--- src/rtl/debounce_pkg.sv ---
// Shared debounce types: FSM state encoding and the default stable-time constant.
package debounce_pkg;

    localparam int unsigned STABLE_CYCLES_DEF = 1000000;

    typedef enum logic [1:0] {
        LOW_STABLE,
        WAIT_HIGH,
        HIGH_STABLE,
        WAIT_LOW
    } state_e;

endpackage

--- src/rtl/sync_2ff.sv ---
// Two-flop synchronizer for a single asynchronous level; two-cycle latency, no backpressure.
module sync_2ff (
    input  logic clk,
    input  logic rst,
    input  logic d,
    output logic q
);

    logic meta_q;
    logic sync_q;

    always_ff @(posedge clk) begin
        if (rst) begin
            meta_q <= 1'b0;
            sync_q <= 1'b0;
        end else begin
            meta_q <= d;
            sync_q <= meta_q;
        end
    end

    assign q = sync_q;

endmodule

--- src/rtl/debounce.sv ---
// Switch debouncer: a new level must hold STABLE_CYCLES before btn_level follows.
// Latency STABLE_CYCLES+2 edges with DEBOUNCE_SYNC_EN (two-flop sync), else STABLE_CYCLES+1.
module debounce
    import debounce_pkg::*;
#(
    parameter int unsigned STABLE_CYCLES = STABLE_CYCLES_DEF,
    // Derived width; must track STABLE_CYCLES, not be set on its own.
    parameter int unsigned CNT_W         = $clog2(STABLE_CYCLES)
) (
    input  logic clk,
    input  logic rst,
    input  logic btn_in,
    output logic btn_level,
    output logic busy
);

    localparam logic [CNT_W-1:0] CNT_MAX = CNT_W'(STABLE_CYCLES - 1);

    logic             s;
    state_e           state_q, state_d;
    logic [CNT_W-1:0] cnt_q, cnt_d;
    logic             level_q, level_d;
    logic             busy_q, busy_d;

`ifdef DEBOUNCE_SYNC_EN
    sync_2ff u_sync (
        .clk (clk),
        .rst (rst),
        .d   (btn_in),
        .q   (s)
    );
`else
    // Input already synchronous to clk: one capture flop only.
    logic s_q;

    always_ff @(posedge clk) begin
        if (rst) begin
            s_q <= 1'b0;
        end else begin
            s_q <= btn_in;
        end
    end

    assign s = s_q;
`endif

    always_ff @(posedge clk) begin
        if (rst) begin
            state_q <= LOW_STABLE;
            cnt_q   <= '0;
            level_q <= 1'b0;
            busy_q  <= 1'b0;
        end else begin
            state_q <= state_d;
            cnt_q   <= cnt_d;
            level_q <= level_d;
            busy_q  <= busy_d;
        end
    end

    always_comb begin
        state_d = state_q;
        cnt_d   = cnt_q;
        level_d = level_q;
        busy_d  = busy_q;
        unique case (state_q)
            LOW_STABLE, HIGH_STABLE: begin
                cnt_d  = '0;
                busy_d = 1'b0;
                if (s != level_q) begin
                    state_d = (state_q == LOW_STABLE) ? WAIT_HIGH : WAIT_LOW;
                    cnt_d   = CNT_W'(1);
                    busy_d  = 1'b1;
                end
            end
            WAIT_HIGH, WAIT_LOW: begin
                if (s == level_q) begin
                    // Bounce: drop the candidate and fall back to the settled level.
                    state_d = (state_q == WAIT_HIGH) ? LOW_STABLE : HIGH_STABLE;
                    cnt_d   = '0;
                    busy_d  = 1'b0;
                end else if (cnt_q == CNT_MAX) begin
                    state_d = (state_q == WAIT_HIGH) ? HIGH_STABLE : LOW_STABLE;
                    level_d = ~level_q;
                    cnt_d   = '0;
                    busy_d  = 1'b0;
                end else begin
                    cnt_d = cnt_q + CNT_W'(1);
                end
            end
            default: begin
                state_d = LOW_STABLE;
                cnt_d   = '0;
                level_d = 1'b0;
                busy_d  = 1'b0;
            end
        endcase
    end

    assign btn_level = level_q;
    assign busy      = busy_q;

endmodule

--- config.mk ---
export PLATFORM = sky130hd
export DESIGN_NAME = debounce
export DESIGN_NICKNAME = d
export VERILOG_FILES = /design/src/rtl/debounce_pkg.sv /design/src/rtl/sync_2ff.sv /design/src/rtl/debounce.sv
export SDC_FILE = /design/constraint.sdc
export NUM_CORES = 1
export LEC_CHECK = 0
export BUFFER_PORTS_ARGS = -buffer_cell sky130_fd_sc_hd__buf_4
export CORE_UTILIZATION = 45
export CTS_CLUSTER_DIAMETER = 200
export DETAILED_ROUTE_END_ITERATION = 7
export GPL_ROUTABILITY_DRIVEN = 1
export MAX_ROUTING_LAYER = met4
export PLACE_DENSITY = 0.64
export RECOVER_POWER = 25
export SLEW_MARGIN = 40
export SYNTH_ARGS = -nofsm -noshare
export SYNTH_HDL_FRONTEND = slang
export SYNTH_HIERARCHICAL = 1
export SYNTH_SLANG_ARGS = --single-unit
export TNS_END_PERCENT = 100
--- constraint.sdc ---
create_clock -name clk -period 3.5 [get_ports clk]
set_input_delay 0.175 -clock clk [delete_from_list [all_inputs] [get_ports clk]]
set_output_delay 0.175 -clock clk [all_outputs]
set_load 0.02 [all_outputs]
==> flow_metrics.env, run 1 <==
export IMPL_antenna_found_initial=0
export IMPL_wl_mm=2.18
export IMPL_rr_worst_depth=4
export IMPL_synth_cells=127
export IMPL_setup_slack_ps=1150
export IMPL_clock_sinks=24
export IMPL_area_delta_synth_final_pct=5.20
export IMPL_multi_input_area_um2=578
export IMPL_fmax_mhz=426
export IMPL_syn_cell_area_mm2=0.00111
export IMPL_finalMaxSlewViolations=0
export IMPL_overflow=0
export IMPL_finalHoldViolCount=0
export IMPL_gp_congestion=0.771
export IMPL_fin_crit_sh=0.671
export IMPL_clock_root_buffer="clkbuf_4"
export IMPL_seqCellArea_um2=480
export IMPL_tightest_slew_ps=596
export IMPL_synth_cell_types=29
export IMPL_die_w_um=51.6
export IMPL_die_h_um=51.6
export IMPL_htree_num_levels=1
export IMPL_tns_ps=0
export IMPL_cap_violations=0
export IMPL_hpwl_mm=1.55
export IMPL_skew_ps=5.77
export IMPL_cp_start_kind="flop"
export IMPL_grt_pass1_vias=871
export IMPL_finalCriticalPeriod_ps=2350
export IMPL_grt_pass1_wl_mm=3.73
export IMPL_die_area_mm2=0.00266
export IMPL_cp_end_kind="flop"
export IMPL_drc=0
export IMPL_design_area_mm2=0.00116
export IMPL_ios=5
export IMPL_hold_depth=2
export IMPL_cts_buffers=3
export IMPL_grt_max_degree=20
export IMPL_cts_resized=0
export IMPL_yosysWarnings=6
export IMPL_wl_per_cell_um=13.5
export IMPL_place_area_mm2=0.00116
export IMPL_fill_cells=235
export IMPL_ant_nets=0
export IMPL_initial_core_util=0.491
export IMPL_min_path_type="in -> reg"
export IMPL_route_vias_total=969
export IMPL_setup_viol=0
export IMPL_synth_seq_cells=24
export IMPL_power_per_cell_area_mw_per_mm2=349
export IMPL_worstPathMaxFanout=19
export IMPL_rsz0062_at_grt="false"
export IMPL_nets=139
export IMPL_synth_nets=131
export IMPL_cp_arrival_ps=2530
export IMPL_numPortBuffers=4
export IMPL_drt_pre_antenna_iters=4
export IMPL_insertion_delay_ps=320
export IMPL_groute_usage_overall=0.196
export IMPL_slew_headroom=0.603
export IMPL_status="finished, final reports clean"
export IMPL_syn_area_per_cell_um2=8.71
export IMPL_coreArea_mm2=0.00225
export IMPL_clockBufferDepth=2
export IMPL_worstPathRequired_ps=3680
export IMPL_cts_tree="done"
export IMPL_ir_drop_uv=226
export IMPL_drive_gt1_frac=0.0376
export IMPL_antennaDiodeCount=0
export IMPL_leakagePower_uw=0.000315
export IMPL_clk_pin_slew_ps=130
export IMPL_utilization=0.516
export IMPL_whs_ps=73.3
export IMPL_critical_path_class="reg -> reg"
export IMPL_ys_seq_area_frac=0.434
export IMPL_dp_slack_ps=1310
export IMPL_vias_per_cell=6.02
export IMPL_num_rows=17
export IMPL_drt_iter0_markers=26
## final timing paths
check / from / end / slack (ps)
setup / recovery: cnt_q[6]$_SDFF_PP0_ / cnt_q[15]$_SDFF_PP0_ / 1150
hold / removal: btn_in / s$_SDFF_PP0_ / 70
setup reg to reg: cnt_q[6]$_SDFF_PP0_ / cnt_q[15]$_SDFF_PP0_ / 1150
hold reg to reg: busy$_SDFFE_PP0P_ / busy$_SDFFE_PP0P_ / 490
## stage by stage
stage / cells / power, uW
5_1_grt: 161 / 426
6_report: 161 / 406
4_1_cts: 160 / 411
2_1_floorplan: 127 / 287
3_5_place_dp: 157 / 291
3_3_place_gp: 157 / 290
## cells in the final DEF (no fill, tap or decap), types with 2 or more instances in the layout
master	count
dfxtp_1	24
nor2_1	15
nand3_1	11
xnor2_1	11
a21oi_1	8
nand2_1	6
nand4_1	5
o21ai_0	5
inv_1	5
nor3_1	5
or4_1	4
nor4_1	4
or3_1	3
nand4b_1	3
xor2_1	3
clkbuf_4	3
clkbuf_1	3
and3_1	2
o31ai_1	2
## per-layer routing
| layer | track usage | routed length (um) | share of wire | up-vias |
|---|---|---|---|---|
| li1 | - | - | - | 473 |
| met1 | 0.240 | 1060 | 0.49 | 471 |
| met2 | 0.301 | 984 | 0.45 | 21 |
| met3 | 0.0614 | 101 | 0.046 | 4 |
| met4 | 0.0721 | 30 | 0.014 | 0 |
| met5 | - | 0 | 0 | - |
## synth_stat cells
cell      number  area share
nand2_1        6       0.020
nand4b_1       3       0.024
a31oi_1        1      0.0057
or4b_1         1      0.0091
nand3_1       11       0.050
nor4_2         1       0.011
nand4_1        5       0.028
nor3_1         5       0.023
nor2b_1        1      0.0057
and4_1         1      0.0079
a211o_1        1      0.0079
buf_4          2       0.014
a21oi_1        8       0.036
ha_1           1       0.011
or4_1          2       0.014
xor2_1         3       0.024
nor4_1         3       0.017
o21ai_0        5       0.023
a21o_1         1      0.0068
inv_1          5       0.017
and2_1         1      0.0057
xnor2_1       11       0.087
or4_4          2       0.020
dfxtp_1       24        0.43
and3_1         2       0.011
or3_1          3       0.017
o31ai_1        2       0.014
nor2_1        15       0.051
or2_2          1      0.0057
## flip-flops by register name, summed over array words and instances (netlist names)
| register | count |
|---|---|
| cnt_q | 20 |
| btn_level | 1 |
| busy | 1 |
| s | 1 |
| state_q | 1 |
## where the power goes
part	switching [uW]	leakage (uW)	internal, uW
Clock	81.1	0.0000138	40.3
Combinational	3.68	0.000108	3.88
Sequential	1.77	0.000194	275
## area by class of cell
cell class | count | area share
Clock buffer | 3 | 0.0194
Sequential cell | 24 | 0.413
Multi-Input combinational cell | 96 | 0.497
Timing Repair Buffer | 5 | 0.0247
Tap cell | 28 | 0.0301
Inverter | 5 | 0.0161
## critical path, cell delays in order (launching register included)
cell	delay [ps]
dfxtp_1	390
or4_1	560
nor4_1	550
a211o_1	600
a21oi_1	120
## timing repair
item,in CTS,in global routing
hold endpoints to repair,0,2
hold buffers,0,1
buffers inserted,0,0
## logic make-up after synthesis
| logic type | count (synthesis) | share of synthesized area |
|---|---|---|
| buf+inv | 7 | 0.0305 |
| flops | 24 | 0.434 |
| xor+xnor | 14 | 0.111 |
| compound gates | 18 | 0.0928 |
| fa+ha+maj | 1 | 0.0113 |
| simple gates | 63 | 0.320 |
(Power assumes the default switching activity.)
==> run 2, diff against run 1 <==
==> constraint.sdc (replaced) <==
create_clock -name clk -period 2.3 [get_ports clk]
set_input_delay 0.115 -clock clk [delete_from_list [all_inputs] [get_ports clk]]
set_output_delay 0.115 -clock clk [all_outputs]
set_load 0.02 [all_outputs]
==> run 2 against run 1 <==
- flip-flop and latch count is the same
- sequential power grew 52%
- utilization grew 3.2 points
- worst hold slack gained 400 ps
- non-clock buffer count grew 4
- critical path depth grew 1
==> flow_metrics.env, run 2 (synthesis results as in run 1) <==
export IMPL_status="finished, final reports clean"
export IMPL_grt_pass1_vias=832
export IMPL_worstPathRequired_ps=2540
export IMPL_cp_arrival_ps=2170
export IMPL_pwr_share_seq=0.566
export IMPL_nets=143
export IMPL_multi_input_area_um2=584
export IMPL_crit_slowest_cell="or4_1"
export IMPL_rsz0062_at_grt="false"
export IMPL_leakagePower_uw=0.000350
export IMPL_initial_core_util=0.491
export IMPL_switchingPower_uw=142
export IMPL_total_power_uw=746
export IMPL_power_clock_fraction=0.416
export IMPL_tns_ps=0
export IMPL_wl_mm=2.10
export IMPL_clockBufferDepth=2
export IMPL_clock_sinks=24
export IMPL_overflow=0
export IMPL_dp_slack_ps=391
export IMPL_area_delta_synth_final_pct=11.8
export IMPL_coreArea_mm2=0.00225
export IMPL_finalMaxSlewViolations=0
export IMPL_drc=0
export IMPL_grt_max_degree=15
export IMPL_finalCriticalPeriod_ps=1930
export IMPL_num_rows=17
export IMPL_whs_ps=478
export IMPL_power_per_cell_area_mw_per_mm2=603
export IMPL_cp_start_kind="flop"
export IMPL_tightest_slew_ps=433
export IMPL_fill_cells=234
export IMPL_power_frac_comb=0.019
export IMPL_numPortBuffers=4
export IMPL_grt_pass1_wl_mm=3.69
export IMPL_final_cell_mix="dfxtp_1 (24), nor2_1 (15), nand3_1 (11), xnor2_1 (11), a21oi_1 (8)"
export IMPL_hpwl_mm=1.55
export IMPL_drt_pre_antenna_iters=4
export IMPL_insertion_delay_ps=330
export IMPL_gp_congestion=0.781
export IMPL_finalHoldViolCount=0
export IMPL_sw_frac_of_total=0.191
export IMPL_htree_num_levels=1
export IMPL_seqCellArea_um2=480
export IMPL_vias_per_cell=5.59
export IMPL_largest_reg_flops=20
export IMPL_drive_gt1_frac=0.0797
export IMPL_fin_crit_sh=0.841
export IMPL_critPathMaxStageDelay_ps=570
export IMPL_die_area_mm2=0.00266
export IMPL_postCtsSetupRepairBufs=0
export IMPL_cap_violations=0
export IMPL_die_h_um=51.6
export IMPL_critical_path_class="reg -> reg"
export IMPL_cts_buffers=3
export IMPL_ant_nets=0
export IMPL_cts_tree="done"
export IMPL_worstPathMaxFanout=11
export IMPL_setup_slack_ps=367
export IMPL_clock_root_buffer="clkbuf_4"
export IMPL_fmax_mhz=517
export IMPL_slew_headroom=0.709
export IMPL_wl_per_cell_um=12.7
export IMPL_die_w_um=51.6
export IMPL_cp_cell_sequence="or4_1 -> nor4_2 -> a211o_1 -> buf_4 -> nor2_1"
export IMPL_clk_pin_slew_ps=140
export IMPL_route_vias_total=928
export IMPL_ir_drop_uv=506
export IMPL_min_path_type="in -> reg"
export IMPL_groute_usage_overall=0.195
export IMPL_p_int_uw=603
export IMPL_largest_register="cnt_q"
export IMPL_mostFrequentLayoutCell="dfxtp_1"
export IMPL_drt_iter0_markers=33
export IMPL_antennaDiodeCount=0
export IMPL_utilization=0.548
export IMPL_antenna_found_initial=0
export IMPL_cp_end_kind="flop"
export IMPL_ios=5
export IMPL_skew_ps=7.15
export IMPL_setup_viol=0
[run 2: per-stage QoR]
stage / area [um^2] / instances
after global placement: 1180 / 160
after floorplan: 1110 / 127
after global routing: 1240 / 166
after CTS: 1240 / 165
after detailed placement: 1180 / 160
final: 1240 / 166
[run 2: final timing paths]
kind                                     startpoint                     end  slack (ps)  cells past startpoint
worst max register to register  cnt_q[6]$_SDFF_PP0_     cnt_q[8]$_SDFF_PP0_         370                      5
worst min register to register    busy$_SDFFE_PP0P_       busy$_SDFFE_PP0P_         490                      2
worst min-delay path                            rst  btn_level$_SDFFE_PP0P_         480                      3
worst max-delay path            cnt_q[6]$_SDFF_PP0_     cnt_q[8]$_SDFF_PP0_         370                      5
[run 2: layout make-up]
type                    instances  area share
inverters                       5      0.0152
clock buffers                   3      0.0182
multi-input cells              96       0.473
clock inverters                 1      0.0243
flip-flops and latches         24       0.389
repair buffers                  9      0.0526
well taps                      28      0.0283
[run 2: power by group through the flow]
stage                     Clock, uW  Sequential (uW)  Combinational, uW
after global placement            0              431               11.8
after global routing            332              422               15.8
after detailed placement          0              431               12.0
final                           310              422               14.0
after CTS                       316              422               13.4
after floorplan                   0              431               6.04
[run 2: routing by layer]
metal,track usage,share of wire,vias to the layer above
li1,-,-,483
met1,0.256,0.51,428
met2,0.286,0.43,12
met3,0.0292,0.029,5
met4,0.113,0.025,0
met5,-,0,-
[run 2: what timing repair did]
item | 4_1_cts | 5_1_grt
resized for setup | 0 | 0
endpoints found under the hold margin | 2 | 1
hold buffers | 1 | 1
[run 2: worst max-delay path: cells and delay by family, from the launching register on]
| family | cells | cell delay, ps |
|---|---|---|
| buffers and inverters | 1 | 180 |
| flip-flops | 1 | 390 |
| AND/OR/NAND/NOR | 3 | 1070 |
| AO/OA/AOI/OAI | 1 | 210 |
==> run 3, diff against run 2 <==
--- a/config.mk
+++ b/config.mk
@@ -11,7 +11,7 @@
 export DETAILED_ROUTE_END_ITERATION = 7
 export GPL_ROUTABILITY_DRIVEN = 1
 export MAX_ROUTING_LAYER = met4
-export PLACE_DENSITY = 0.64
+export PLACE_DENSITY = 0.67
 export RECOVER_POWER = 25
 export SLEW_MARGIN = 40
 export SYNTH_ARGS = -nofsm -noshare
==> constraint.sdc (replaced) <==
create_clock -name clk -period 1.56 [get_ports clk]
set_input_delay 0.078 -clock clk [delete_from_list [all_inputs] [get_ports clk]]
set_output_delay 0.078 -clock clk [all_outputs]
set_load 0.02 [all_outputs]
==> run 3 against run 2 <==
- the flow now finishes with violations (setup timing)
- first-iteration DRC count increased by 6.1%
- highest routed layer unchanged
- via count grew 18%
- cell area grew 25%
- flip-flop and latch count did not move
- register-to-register slack got worse by 630 ps
- maximum frequency increased by 6.0%
- total power increased by 33%
- clock skew down 5.9 ps
==> flow_metrics.env, run 3 (synthesis results as in run 1) <==
export IMPL_status="complete, but fails checks"
export IMPL_initial_core_util=0.491
export IMPL_grt_pass1_wl_mm=4.33
export IMPL_regToRegStartpoint="cnt_q[12]$_SDFF_PP0_"
export IMPL_cts_tree="done"
export IMPL_startpoint="cnt_q[12]$_SDFF_PP0_"
export IMPL_clock_sinks=24
export IMPL_ir_drop_uv=575
export IMPL_die_w_um=51.6
export IMPL_cp_arrival_ps=2060
export IMPL_htree_num_levels=1
export IMPL_gp_congestion=0.830
export IMPL_cap_violations=0
export IMPL_final_cell_mix="buf_4 (31), dfxtp_1 (20), xnor2_1 (11)"
export IMPL_die_h_um=51.6
export IMPL_num_rows=17
export IMPL_setup_viol=22
export IMPL_overflow=0
export IMPL_worstPathMaxFanout=2
export IMPL_coreArea_mm2=0.00225
export IMPL_cp_cell_sequence="or4_4 -> or4_4 -> o31ai_4 -> a21oi_1"
export IMPL_route_vias_total=1098
export IMPL_power_per_cell_area_mw_per_mm2=640
export IMPL_min_path_type="in -> reg"
export IMPL_total_power_uw=990
export IMPL_grt_max_degree=14
export IMPL_insertion_delay_ps=330
export IMPL_antennaDiodeCount=0
export IMPL_fin_crit_sh=1.17
export IMPL_fmax_mhz=548
export IMPL_finalMaxSlewViolations=0
export IMPL_groute_usage_overall=0.225
export IMPL_wl_mm=2.67
export IMPL_utilization=0.686
export IMPL_largest_reg_flops=20
export IMPL_drc=0
export IMPL_setup_slack_ps=-265
export IMPL_finalHoldViolCount=0
export IMPL_ios=5
export IMPL_leakagePower_uw=0.000510
export IMPL_finalCriticalPeriod_ps=1820
export IMPL_slew_headroom=0.723
export IMPL_mostFrequentLayoutCell="buf_4"
export IMPL_numPortBuffers=4
export IMPL_r2r_setup_slack_ps=-260
export IMPL_drive_gt1_frac=0.377
export IMPL_wl_per_cell_um=13.7
export IMPL_antenna_found_initial=0
export IMPL_largest_register="cnt_q"
export IMPL_clk_pin_slew_ps=130
export IMPL_rr_worst_depth=4
export IMPL_drt_iter0_markers=35
export IMPL_violations="setup timing"
export IMPL_vias_per_cell=5.63
export IMPL_ant_nets=0
export IMPL_grt_pass1_vias=1001
export IMPL_rsz0062_at_grt="true"
export IMPL_cp_start_kind="flop"
export IMPL_crit_slowest_cell="or4_4"
export IMPL_tightest_slew_ps=412
export IMPL_critical_path_class="reg -> reg"
export IMPL_clock_root_buffer="clkbuf_4"
export IMPL_crit_path_end="btn_level$_SDFFE_PP0P_"
export IMPL_clockBufferDepth=2
export IMPL_worst_r2r_endpoint="btn_level$_SDFFE_PP0P_"
export IMPL_cts_buffers=3
export IMPL_critPathMaxStageDelay_ps=570
export IMPL_cp_common_cell="or4_4"
export IMPL_drt_pre_antenna_iters=4
export IMPL_nets=172
export IMPL_area_delta_synth_final_pct=39.9
export IMPL_cp_end_kind="flop"
export IMPL_skew_ps=1.24
export IMPL_worstPathRequired_ps=1790
export IMPL_die_area_mm2=0.00266
export IMPL_hpwl_mm=1.89
[run 3: cell types whose count changed in the layout (fill, tap and decap cells not counted), moves of 2 or more]
cell,before,now
or4_1,4,2
nor2_2,0,9
clkbuf_1,2,0
nor2_1,15,6
a21oi_1,8,6
buf_6,0,3
a21oi_2,0,2
dfxtp_1,24,20
or4_4,0,2
dfxtp_2,0,3
buf_4,4,31
[run 3: report_power, final]
part           internal (uW)  total (uW)  leakage (uW)  switching (uW)
sequential               616         620      0.000196            4.12
combinational           15.0        26.1      0.000293            11.2
clock                    143         344     0.0000210             201
[run 3: through the flow]
stage	hold slack [ps]	instances	setup WS, ps	cell area, um^2	TNS [ps]
6_report	447	195	-265	1550	-4520
3_3_place_gp	250	188	-212	1430	-2970
3_5_place_dp	261	188	-226	1430	-3050
2_1_floorplan	147	127	-225	1150	-3490
5_1_grt	471	195	-304	1550	-5830
4_1_cts	461	195	-229	1520	-4050
[run 3: final cells by class]
cell class	count	area (um^2)
Fill cell	187	707
Multi-Input combinational cell	96	656
Sequential cell	24	488
Timing Repair Buffer	38	314
Clock buffer	4	36.3
Tap cell	28	35.0
Inverter	5	18.8
[run 3: per-layer routing]
layer  track usage  share of wire  vias up
met2         0.361           0.46       41
met4        0.0856          0.018        0
met5             -              0        -
met1         0.290           0.46      513
li1              -              -      537
met3        0.0263          0.055        7
[run 3: critical path, delay by kind of cell, from the launching register on]
kind / cells / cell delay (ps)
and+or+nand+nor: 2 / 1100
DFF: 1 / 350
AOI/OAI and AO/OA: 2 / 270
[run 3: worst min path at each step]
| stage | start | end | slack (ps) | depth (start not counted) |
|---|---|---|---|---|
| after CTS | rst | btn_level$_SDFFE_PP0P_ | 460 | 3 |
| after global routing | rst | btn_level$_SDFFE_PP0P_ | 470 | 3 |
| after detailed placement | rst | btn_level$_SDFFE_PP0P_ | 260 | 2 |
| after global placement | rst | btn_level$_SDFFE_PP0P_ | 250 | 2 |
| final | rst | btn_level$_SDFFE_PP0P_ | 450 | 3 |
| after floorplan | rst | btn_level$_SDFFE_PP0P_ | 150 | 1 |
[run 3: what timing repair did]
item | 4_1_cts | 5_1_grt
gates cloned | 1 | 0
hold buffers | 2 | 0
endpoints found under the hold margin | 2 | 0
gates resized for setup | 8 | 9
endpoints found under the setup margin | 22 | 23
pin swaps | 2 | 2
buffers inserted | 1 | 0
